<file path="src/rtl/sfq_splitter_scheduler_pkg.sv">
// Shared types, defaults and the round-robin pick helper for the SFQ splitter scheduler.
package sfq_sched_pkg;

   typedef enum logic [1:0] {
      IDLE = 2'd0,
      WAIT = 2'd1,
      HOLD = 2'd2
   } sched_state_t;

   localparam int DEFAULT_N_REQ   = 4;
   localparam int DEFAULT_TIMEOUT = 8;
   localparam int DEFAULT_HOLDOFF = 3;
   localparam int DEFAULT_CNT_W   = 16;

   // Returns the first set request strictly after ptr, wrapping modulo n.
   // Requests are passed zero-extended to 8 bits, the largest supported count.
   function automatic logic [2:0] rr_pick(input logic [7:0] req,
                                          input logic [2:0] ptr,
                                          input logic [3:0] n);
      logic       found;
      logic [3:0] sum;
      logic [2:0] pick;
      found = 1'b0;
      pick  = 3'd0;
      for (logic [3:0] off = 4'd1; off <= 4'd8; off++) begin
         sum = {1'b0, ptr} + off;
         if (sum >= n) sum = sum - n;
         if ((off <= n) && !found && req[sum[2:0]]) begin
            found = 1'b1;
            pick  = sum[2:0];
         end
      end
      return pick;
   endfunction

endpackage

</file>
<file path="src/rtl/sfq_splitter_scheduler_rr_arbiter.sv">
// Combinational round-robin arbiter: picks the first active request after rr_ptr.
module sfq_rr_arbiter
   import sfq_sched_pkg::*;
#(
   parameter  int N_REQ = DEFAULT_N_REQ,
   localparam int IDX_W = $clog2(N_REQ)
) (
   input  logic [N_REQ-1:0] req,
   input  logic [IDX_W-1:0] rr_ptr,
   output logic [N_REQ-1:0] onehot,
   output logic [IDX_W-1:0] index
);

   logic [7:0] req_wide;
   logic [2:0] ptr_wide;
   logic [2:0] pick;
   logic       pick_unused;

   // Widen the request vector and pointer to the helper's fixed 8-way form.
   always_comb begin
      req_wide              = '0;
      req_wide[N_REQ-1:0]   = req;
      ptr_wide              = '0;
      ptr_wide[IDX_W-1:0]   = rr_ptr;
      pick                  = rr_pick(req_wide, ptr_wide, 4'(N_REQ));
   end

   assign index       = pick[IDX_W-1:0];
   assign pick_unused = ^pick;

   // One-hot form of the winner, empty when nobody is requesting.
   always_comb begin
      onehot = '0;
      if (|req) onehot[index] = 1'b1;
   end

endmodule

</file>
<file path="src/rtl/sfq_splitter_scheduler.sv">
// Shares one splitter cell between N_REQ requesters: fires one toggle-encoded
// pulse per grant, waits for both fan-out toggles (or a timeout), then holds off.
module sfq_splitter_scheduler
   import sfq_sched_pkg::*;
#(
   parameter  int N_REQ   = DEFAULT_N_REQ,
   parameter  int TIMEOUT = DEFAULT_TIMEOUT,
   parameter  int HOLDOFF = DEFAULT_HOLDOFF,
   parameter  int CNT_W   = DEFAULT_CNT_W,
   localparam int IDX_W   = $clog2(N_REQ)
) (
   input  logic             clk,
   input  logic             rst,
   input  logic [N_REQ-1:0] req,
   output logic [N_REQ-1:0] gnt,
   output logic             spl_in,
   input  logic             spl_out1,
   input  logic             spl_out2,
   output logic             busy,
   output logic             err,
   output logic [IDX_W-1:0] err_req,
   output logic [CNT_W-1:0] fire_cnt
);

   localparam int WCNT_W = $clog2(TIMEOUT + 1);
   localparam int HCNT_W = $clog2(HOLDOFF + 1);

   sched_state_t      state;
   logic              out1_q;
   logic              out2_q;
   logic              seen1;
   logic              seen2;
   logic [WCNT_W-1:0] wcnt;
   logic [HCNT_W-1:0] hcnt;
   logic [IDX_W-1:0]  rr_ptr;
   logic [IDX_W-1:0]  cur_req;

   logic              t1;
   logic              t2;
   logic              seen1_next;
   logic              seen2_next;
   logic [WCNT_W-1:0] wcnt_next;
   logic              wait_done;
   logic              wait_timeout;
   logic              violation;
   logic [N_REQ-1:0]  arb_onehot;
   logic [IDX_W-1:0]  arb_index;

   sfq_rr_arbiter #(
      .N_REQ (N_REQ)
   ) u_arbiter (
      .req    (req),
      .rr_ptr (rr_ptr),
      .onehot (arb_onehot),
      .index  (arb_index)
   );

   assign t1   = spl_out1 ^ out1_q;
   assign t2   = spl_out2 ^ out2_q;
   assign busy = (state != IDLE);

   // Next-cycle bookkeeping for WAIT and the violation condition for the current state.
   always_comb begin
      seen1_next   = seen1 | t1;
      seen2_next   = seen2 | t2;
      wcnt_next    = wcnt + WCNT_W'(1);
      wait_done    = seen1_next && seen2_next;
      wait_timeout = (wcnt_next == WCNT_W'(TIMEOUT));
      violation    = 1'b0;
      case (state)
         WAIT:    violation = (t1 && seen1) || (t2 && seen2) || (wait_timeout && !wait_done);
         default: violation = t1 || t2;
      endcase
   end

   // Scheduler FSM with its counters, round-robin pointer and sticky error capture.
   always_ff @(posedge clk) begin
      out1_q <= spl_out1;
      out2_q <= spl_out2;
      if (rst) begin
         state    <= IDLE;
         spl_in   <= 1'b0;
         gnt      <= '0;
         err      <= 1'b0;
         err_req  <= '0;
         fire_cnt <= '0;
         rr_ptr   <= IDX_W'(N_REQ - 1);
         cur_req  <= '0;
         seen1    <= 1'b0;
         seen2    <= 1'b0;
         wcnt     <= '0;
         hcnt     <= '0;
      end else begin
         gnt <= '0;
         if (violation && !err) begin
            err     <= 1'b1;
            err_req <= cur_req;
         end
         case (state)
            IDLE: begin
               if (|req) begin
                  gnt      <= arb_onehot;
                  spl_in   <= ~spl_in;
                  fire_cnt <= fire_cnt + CNT_W'(1);
                  rr_ptr   <= arb_index;
                  cur_req  <= arb_index;
                  seen1    <= 1'b0;
                  seen2    <= 1'b0;
                  wcnt     <= '0;
                  state    <= WAIT;
               end
            end
            WAIT: begin
               seen1 <= seen1_next;
               seen2 <= seen2_next;
               wcnt  <= wcnt_next;
               if (wait_done || wait_timeout) begin
                  hcnt  <= HCNT_W'(HOLDOFF);
                  state <= HOLD;
               end
            end
            HOLD: begin
               if (hcnt == HCNT_W'(1)) state <= IDLE;
               else                    hcnt  <= hcnt - HCNT_W'(1);
            end
            default: state <= IDLE;
         endcase
      end
   end

endmodule

</file>
<file path="config.mk">
export PLATFORM = sky130hd
export DESIGN_NAME = sfq_splitter_scheduler
export DESIGN_NICKNAME = d
export VERILOG_FILES = /design/src/rtl/sfq_splitter_scheduler_pkg.sv /design/src/rtl/sfq_splitter_scheduler_rr_arbiter.sv /design/src/rtl/sfq_splitter_scheduler.sv
export SDC_FILE = /design/constraint.sdc
export NUM_CORES = 1
export LEC_CHECK = 0
export ABC_AREA = 0
export CORE_MARGIN = 3
export CORE_UTILIZATION = 56
export DETAILED_ROUTE_END_ITERATION = 6
export PLACE_DENSITY_LB_ADDON = 0.3
export RECOVER_POWER = 25
export SYNTH_ARGS = -nofsm -noshare
export SYNTH_HDL_FRONTEND = slang
export SYNTH_SLANG_ARGS = --single-unit
</file>
<file path="constraint.sdc">
create_clock -name clk -period 4.8 [get_ports clk]
set_input_delay 0.48 -clock clk [delete_from_list [all_inputs] [get_ports clk]]
set_output_delay 0.48 -clock clk [all_outputs]
set_load 0.005 [all_outputs]
</file>
* Word-level counts from Yosys, hierarchy flattened
Cells that the tools add are included.
** Word-level totals
- Register bits after elaboration :: 40
- Output and inout bits :: 25
** Cells by class
- $add $sub $neg :: 11
- Eq/ne operators :: 8
- Reduce and logical (&&, ||, !) cells :: 28
- $lt $le $gt $ge :: 10
- Bitwise operators :: 7
- Muxes and demuxes :: 34
** Operators with widths (number)
- two-way mux 2 bit :: 9
- adder 16 x 1 -> 16 bit, second input constant :: 1
- >= comparator 4 x 3 -> 1 bit, second input constant :: 4
- less-than comparator 3 x 4 -> 1 bit, second input constant :: 4
- binary-select mux 1 bit (select 3 bit) :: 4
- two-way mux 3 bit :: 4
- subtractor 3 bit, second input constant :: 4
- two-way mux 1 bit :: 10
- logical AND 1 bit :: 9
- != test 2 bit, second input constant :: 4
- case mux 4 bit (2 select lines) :: 1
- adder 2 x 2 -> 3 bit, second input constant :: 2
- case mux 2 bit (3 select lines) :: 1
- AND reduction 3 bit :: 2
- nonzero test 2 bit :: 3
- zero test 1 bit :: 5
- adder 2 x 3 -> 4 bit, second input constant :: 1
- adder 4 x 1 -> 4 bit, second input constant :: 1
- equality test 2 x 1 -> 1 bit, second input constant :: 2
- equality test 4 bit, second input constant :: 1
- logical OR 1 bit :: 4
- two-way mux 4 bit :: 1
- case mux 1 bit (2 select lines) :: 2
- case mux 2 bit (2 select lines) :: 1
- 13 further kinds :: 18

* Depth between registers and ports, before layout
Gate-level depths: netlist of run 1.
- Word-level depth :: 19
- Gate-level depth with buffers :: 8
- Depth with buffers taken out :: 7

* Cells and area by module
Synthesis of run 1 repeated with hierarchy kept, for this count alone.
** Second synthesis, totals
- Cells, all modules :: 233
- Area, all modules :: 2019.4 µm²
** Modules (own cells, without submodules)
- sfq_splitter_scheduler :: times used 1, cells an instance 197, area each 1719.1 µm²
- sfq_rr_arbiter :: times used 1, cells an instance 36, area each 300.3 µm²

* Least setup slack after synthesis of run 1
Ideal clock, no wire load.
- Path type :: register -> register
- Start point :: reg rr_ptr[0]
- End point :: reg gnt[2]
- Data required time :: 4684 ps
- Stages on the path, launching flop included :: 9
- Period minus slack after synthesis :: 1979 ps
- Data arrival time :: 1863 ps
- Library setup time :: 116 ps
- Buffers on the path :: 1
- Setup slack :: 2821 ps
- Path through :: dfxtp_1 buf_6 inv_1 ha_1 mux4_2 nor2b_1 o211ai_2 a31oi_4 and3b_1
** On the way
- Longest elaborated chain between the ends :: 19
- Elaborated cells on any way between the ends :: 42
- Classes of those cells :: 8 x add/sub; 6 x order compare; 21 x mux; 7 x reduce/logical
** Ends and longest elaborated chain
- start: declaration :: line sfq_splitter_scheduler.sv:35 : logic [IDX_W-1:0] rr_ptr;
- start signal: assignment :: line sfq_splitter_scheduler.sv:87 : rr_ptr <= IDX_W'(N_REQ - 1);
- start signal: assignment :: line sfq_splitter_scheduler.sv:105 : rr_ptr <= arb_index;
- adder 2 x 1 -> 3 bit :: line sfq_splitter_scheduler_pkg.sv:26 : sum = {1'b0, ptr} + off;
- >= comparator 4 x 3 -> 1 bit or subtractor 3 bit (tied branches) :: line sfq_splitter_scheduler_pkg.sv:27 : if (sum >= n) sum = sum - n;
- two-way mux 3 bit :: line sfq_splitter_scheduler_pkg.sv:27
- binary-select mux 1 bit (select 3 bit) :: line sfq_splitter_scheduler_pkg.sv:28 : if ((off <= n) && !found && req[sum[2:0]]) begin
- two-way mux 1 bit (implied by the code) :: line sfq_splitter_scheduler_pkg.sv:28
- two-way mux 1 bit :: line sfq_splitter_scheduler_pkg.sv:28
- zero test 1 bit :: line sfq_splitter_scheduler_pkg.sv:28
- logical AND 1 bit :: line sfq_splitter_scheduler_pkg.sv:28
- [3 not listed]
- two-way mux 1 bit :: line sfq_splitter_scheduler_pkg.sv:28
- zero test 1 bit :: line sfq_splitter_scheduler_pkg.sv:28
- logical AND 1 bit :: line sfq_splitter_scheduler_pkg.sv:28
- two-way mux 2 bit (*) :: line sfq_splitter_scheduler_pkg.sv:28
- less-than comparator 2 x 3 -> 1 bit (implied by the code) or >= comparator 2 x 1 -> 1 bit (tied branches) :: line sfq_splitter_scheduler_rr_arbiter.sv:34 : if (|req) onehot[index] = 1'b1;
- logical AND 1 bit (implied by the code) :: line sfq_splitter_scheduler_rr_arbiter.sv:34
- two-way mux 1 bit (implied by the code) :: line sfq_splitter_scheduler_rr_arbiter.sv:34
- demux 1 bit (select 2 bit) (*)
- end signal: assignment :: line sfq_splitter_scheduler.sv:102 : gnt <= arb_onehot;
- end: declaration :: line sfq_splitter_scheduler.sv:15 : output logic [N_REQ-1:0] gnt,
Every way passes the cells marked *; elsewhere a longest branch is shown, timed or not. The select of a mux whose other input is x is not followed.
A chain may end at the register's enable or synchronous reset.

* Final worst setup path of run 1
Ends and elaborated chain as after synthesis.

==> results of run 1 <==
==> worst paths after layout <==
kind	endpoint
hold / removal	err_req[0]
hold reg to reg	err_req[0]
setup reg to reg	gnt[2]
setup / recovery	gnt[2]
==> power groups by stage <==
stage          Sequential, mW  Clock (mW)  Combinational [mW]
4_1_cts                 0.416       0.149               0.344
5_1_grt                 0.421       0.163               0.370
6_report                0.415       0.145               0.335
2_1_floorplan           0.407           0               0.267
3_3_place_gp            0.421           0               0.339
3_5_place_dp            0.423           0               0.343
==> routing by layer <==
layer  GRT usage, %  vias up  routed length, um
met5              0        -                  0
met4           6.33        0                 44
met3           5.72        5                188
met2           33.5       35               1820
met1           26.1      787               1800
li1               -      820                  -
==> cell families (layout without fill, tap and decap cells) <==
group / after synthesis / in the layout
AOI/OAI and AO/OA: 40 / 40
xor gates and xnor gates: 15 / 15
adders and majority gates: 4 / 4
buffers and inverters: 16 / 47
DFF: 40 / 40
muxes: 9 / 9
and+or+nand+nor: 87 / 87
==> state kept, by name (all words and copies together), names as in the netlist, 2 cells and up <==
| signal | cells |
|---|---|
| fire_cnt | 16 |
| gnt | 4 |
| err_req | 2 |
| state | 2 |
| hcnt | 2 |
| wcnt | 4 |
| cur_req | 2 |
| rr_ptr | 2 |
==> Yosys cell counts (2+ instances only) <==
| library cell | count |
|---|---|
| nand3_1 | 4 |
| nand2_1 | 13 |
| nor2b_1 | 2 |
| dfxtp_1 | 40 |
| and3b_1 | 2 |
| mux4_2 | 2 |
| o21ai_0 | 8 |
| nand4_1 | 4 |
| xnor2_1 | 11 |
| nor4b_1 | 2 |
| and3_1 | 2 |
| xor2_1 | 4 |
| a22oi_1 | 3 |
| mux2i_1 | 5 |
| nor3_1 | 5 |
| clkbuf_1 | 5 |
| nor4_1 | 6 |
| nand2b_1 | 6 |
| and2_1 | 3 |
| a211oi_1 | 4 |
| or3_1 | 3 |
| nor2_1 | 28 |
| a21oi_1 | 13 |
| inv_1 | 8 |
| ha_1 | 4 |
==> worst register-to-register path, delay by kind of cell, from the launching register on <==
family                   cells  cell delay (ns)
buffers and inverters        1             0.14
AND/OR/NAND/NOR              2             0.37
multiplexers                 1             0.37
adder cells (fa/ha/maj)      1             0.40
AO/OA/AOI/OAI                2             0.40
flip-flops                   1             0.62
==> final cells by class <==
class,count,area (um2)
Multi-Input combinational cell,155,1050
Fill cell,247,845
Sequential cell,40,801
Timing Repair Buffer,33,328
Tap cell,44,55.1
Clock buffer,5,37.5
Inverter,9,33.8
==> per-stage QoR <==
step | util (%) | std cells | area [um2] | power (mW) | setup WS (ns)
floorplan | - | 211 | 1920 | 0.674 | 2.82
global placement | 72.0 | 281 | 2270 | 0.760 | 2.40
detailed placement | 72.0 | 281 | 2270 | 0.765 | 2.28
CTS | 73.2 | 286 | 2310 | 0.909 | 2.40
global route | 73.2 | 286 | 2310 | 0.955 | 2.27
finish | 73.2 | 286 | 2310 | 0.895 | 2.41
==> flow_summary.json, run 1 <==
{
  "outcome": "finished, final reports clean",
  "synth_top_family_by_area": "simple AND/OR/NAND/NOR gates",
  "cp.depth": 7,
  "firstDrtPassIters": 4,
  "finalHoldViolations": 0,
  "layout-drive-gt1-share_pct": 7.44,
  "synth-warning-count": 0,
  "finalMaxSlewViolations": 0,
  "max_cap_violations": 0,
  "wl_um": 3850,
  "setup_viol_count_final": 0,
  "synthXorXnorAreaFrac_pct": 6.83,
  "syn-num-nets": 223,
  "clockPowerShare_pct": 16.1,
  "grt-ovfl-total": 0,
  "peakVddDrop_uv": 387,
  "tns_ns": 0,
  "gp_congestion": 0.756,
  "yosysUniqueCellTypes": 49,
  "final_cell_mix": "dfxtp_1, nor2_1, clkdlybuf4s50_1, dlygate4sd3_1",
  "post_cts_buffers": 0,
  "p_int_mw": 0.586,
  "rsz0062_at_grt": "false",
  "num_vias": 1647,
  "drt_iter0_drc": 134,
  "grt_pass1_wl_um": 6780,
  "leakage_nw": 0.870,
  "htree_levels": 2,
  "nNetsFinal": 256,
  "ys.flop_type": "dfxtp_1",
  "power_frac_seq_pct": 46.4,
  "async_flop_share_pct": 0,
  "die_x_um": 64.6,
  "synthTopCellsByArea": "dfxtp_1, nor2_1, xnor2_1",
  "final_common_cell": "dfxtp_1",
  "clock_latency_ns": 0.34,
  "cts.path.max_buffers": 2,
  "end_kind": "register",
  "pwr-share-comb_pct": 37.4,
  "avgSynthCellArea_um2": 9.11,
  "yosysTopAreaCell": "dfxtp_1",
  "dieArea_um2": 4170,
  "grt_usage_pct": 20.4,
  "hpwl_um": 2810,
  "cts.reportedPaths.clkPinSlew_ns": 0.10,
  "coreArea_um2": 3150,
  "p_sw_mw": 0.309,
  "min_path_cells": 2,
  "root_buffer": "clkbuf_4",
  "path_buf_inv": 1,
  "holdBufCountCts": 0,
  "ys_seq_area_share_pct": 41.6,
  "cp_top_family": "flip-flops",
  "cp_slowest_cell": "dfxtp_1",
  "drc": 0,
  "path_class": "reg -> reg",
  "num_rows": 20,
  "synth_top_area_share_pct": 41.6,
  "max_stage_delay_ns": 0.62,
  "start_util_pct": 61.0,
  "crit_chain": "inv_1 > ha_1 > mux4_2 > nor2b_1 > o211ai_2 > a31oi_4 > and3b_1",
  "tightest_slew_ns": 0.901,
  "antenna_found_initial": 0,
  "syn_inst": 211,
  "switching_share_pct": 34.5,
  "min-delay-start": "err_req[0]",
  "holdWs_ns": 0.474,
  "cp_max_fo": 10,
  "period_share_pct": 49.7,
  "cts_made_buffers": 5,
  "relSlewSlack_pct": 39.8,
  "cp_data_required_time_ns": 5.04,
  "reg2reg_setup_slack_ns": 2.41,
  "diodes": 0,
  "cts_tree": "done",
  "start_kind": "register",
  "routed_via_density": 5.76,
  "max_freq_mhz": 419,
  "hold_class": "reg -> reg",
  "wire_per_inst_um": 13.5,
  "final.setup_skew_ns": 0.00756,
  "ant_nets": 0,
  "synth_compound_area_share_pct": 14.3,
  "crit_start": "rr_ptr[0]",
  "synthSimpleGateAreaFrac_pct": 24.1,
  "die_h_um": 64.6,
  "io_pins": 33,
  "synth_seq_cells": 40,
  "io_buffers": 32,
  "r2r-start": "rr_ptr[0]",
  "cts_sinks": 40,
  "worstPathArrival_ns": 2.62,
  "muxShareOfSynthArea_pct": 6.90,
  "cts_resized": 0,
  "grt_max_degree": 26,
  "power_density_nw_per_um2": 388,
  "r2r_cells": 7,
  "syn2layout_area_growth_pct": 20.0,
  "syn_area_um2": 1920,
  "grt_pass1_vias": 1507,
  "post-route-min-period_ns": 2.39,
  "synth-edff-count": 0,
  "synthAdderAreaFrac_pct": 2.60
}
Note: power is estimated with default switching activity, not from simulation.
==> run 2: changes to the inputs <==
- CORE_UTILIZATION: 56 -> 47
- clock period: 4.8 -> 2 ns (I/O delays scaled with it)
==> flow_summary.json, run 2 (same netlist as run 1, synthesis figures left out) <==
{
  "tns_ns": 0,
  "met3_usage_pct": 3.45,
  "root_buffer": "clkbuf_8",
  "grt_max_degree": 12,
  "power_density_nw_per_um2": 988,
  "gr-usage-met1_pct": 21.0,
  "peakVddDrop_uv": 756,
  "cp_max_fo": 6,
  "top_regs": "fire_cnt x16, gnt x4, wcnt x4",
  "cts_made_buffers": 5,
  "firstDrtPassIters": 4,
  "use_met2_pct": 27.0,
  "hpwl_um": 2940,
  "max_cap_violations": 0,
  "finalMaxSlewViolations": 0,
  "gp_congestion": 0.792,
  "rsz0062_at_grt": "false",
  "cp_data_required_time_ns": 2.18,
  "drc": 0,
  "ant_nets": 0,
  "largest_reg_flops": 16,
  "min_path_cells": 2,
  "die_h_um": 70.0,
  "setup_viol_count_final": 0,
  "drt_iter0_drc": 57,
  "num_vias": 1649,
  "die_x_um": 70.0,
  "htree_levels": 2,
  "grt_pass1_wl_um": 6690,
  "tightest_slew_ns": 0.408,
  "r2r-end": "gnt[1]",
  "relSlewSlack_pct": 72.6,
  "start_util_pct": 50.6,
  "cts_tree": "done",
  "syn2layout_area_growth_pct": 29.7,
  "clock_latency_ns": 0.28,
  "grt_usage_pct": 16.3,
  "wire_per_inst_um": 12.6,
  "path_class": "reg -> reg",
  "start_kind": "register",
  "cts_sinks": 40,
  "grt_pass1_vias": 1545,
  "r2r-start": "rr_ptr[1]",
  "post-route-util_pct": 65.7,
  "busiest_layer": "met2",
  "wl_um": 3870,
  "finalHoldViolations": 0,
  "diodes": 0,
  "final.setup_skew_ns": 0.00404,
  "holdWs_ns": 0.476,
  "outcome": "finished, final reports clean",
  "antenna_found_initial": 0,
  "hold_class": "reg -> reg",
  "cts_resized": 0,
  "post-route-min-period_ns": 1.91,
  "grt-ovfl-total": 0,
  "dieArea_um2": 4900,
  "whs_endpoint": "err_req[1]",
  "final_cell_mix": "dfxtp_1, nor2_1, clkdlybuf4s50_1, buf_4, dlygate4sd3_1",
  "total_power_mw": 2.47,
  "r2r_cells": 6,
  "worstPathArrival_ns": 2.08,
  "final_common_cell": "dfxtp_1",
  "coreArea_um2": 3800,
  "max_freq_mhz": 524,
  "io_pins": 33,
  "io_buffers": 32,
  "reg2reg_setup_slack_ns": 0.09,
  "num_rows": 22,
  "nNetsFinal": 272,
  "holdBufCountCts": 0,
  "largest_register": "fire_cnt",
  "cts.path.max_buffers": 2,
  "min-delay-start": "err_req[1]",
  "period_share_pct": 95.4,
  "crit_start": "rr_ptr[1]",
  "layout-drive-gt1-share_pct": 14.6,
  "leakage_nw": 0.965,
  "cts.reportedPaths.clkPinSlew_ns": 0.07,
  "end_kind": "register",
  "post_cts_buffers": 0,
  "routed_via_density": 5.35
}
run 2: report_power, final:
group          switching (mW)  leakage [nW]  internal, mW  total [mW]
Combinational           0.488         0.598         0.526        1.01
Clock                   0.249        0.0410         0.237       0.486
Sequential             0.0699         0.327         0.896       0.966
run 2: per-stage QoR:
| stage | cells | instance area [um2] | setup slack [ns] |
|---|---|---|---|
| finish | 308 | 2490 | 0.0927 |
| CTS | 308 | 2470 | 0.0382 |
| floorplan | 211 | 1920 | 0.0212 |
| global route | 308 | 2490 | 0.00206 |
| detailed placement | 301 | 2400 | -0.105 |
| global placement | 301 | 2400 | -0.0473 |
run 2: how the worst max path moves through the flow:
stage	end	slack [ns]	depth (start not counted)
after floorplan	gnt[2]	0.02	8
after global placement	rr_ptr[0]	-0.05	6
after CTS	gnt[2]	0.04	7
final	gnt[1]	0.09	6
after global routing	gnt[3]	0.002	5
after detailed placement	fire_cnt[12]	-0.11	7
run 2: cell type report:
class                           count  area [um2]
Clock buffer                        6        72.6
Inverter                            9        33.8
Timing Repair Buffer               49         448
Fill cell                         350        1300
Tap cell                           48        60.1
Clock inverter                      1        5.00
Multi-Input combinational cell    155        1070
Sequential cell                    40         801
run 2: critical path: stages, from the launching register on:
cell and delay (ns):
dfxtp_1 0.49, mux4_2 0.56, buf_4 0.16, nand2b_4 0.07, a21oi_1 0.07, o21ai_2 0.24, and3b_1 0.21
run 2: routing by layer:
layer  up-vias  wire [um]
li1        849          -
met1       765       1830
met2        30       1830
met3         5        151
met4         0         53
met5         -          0
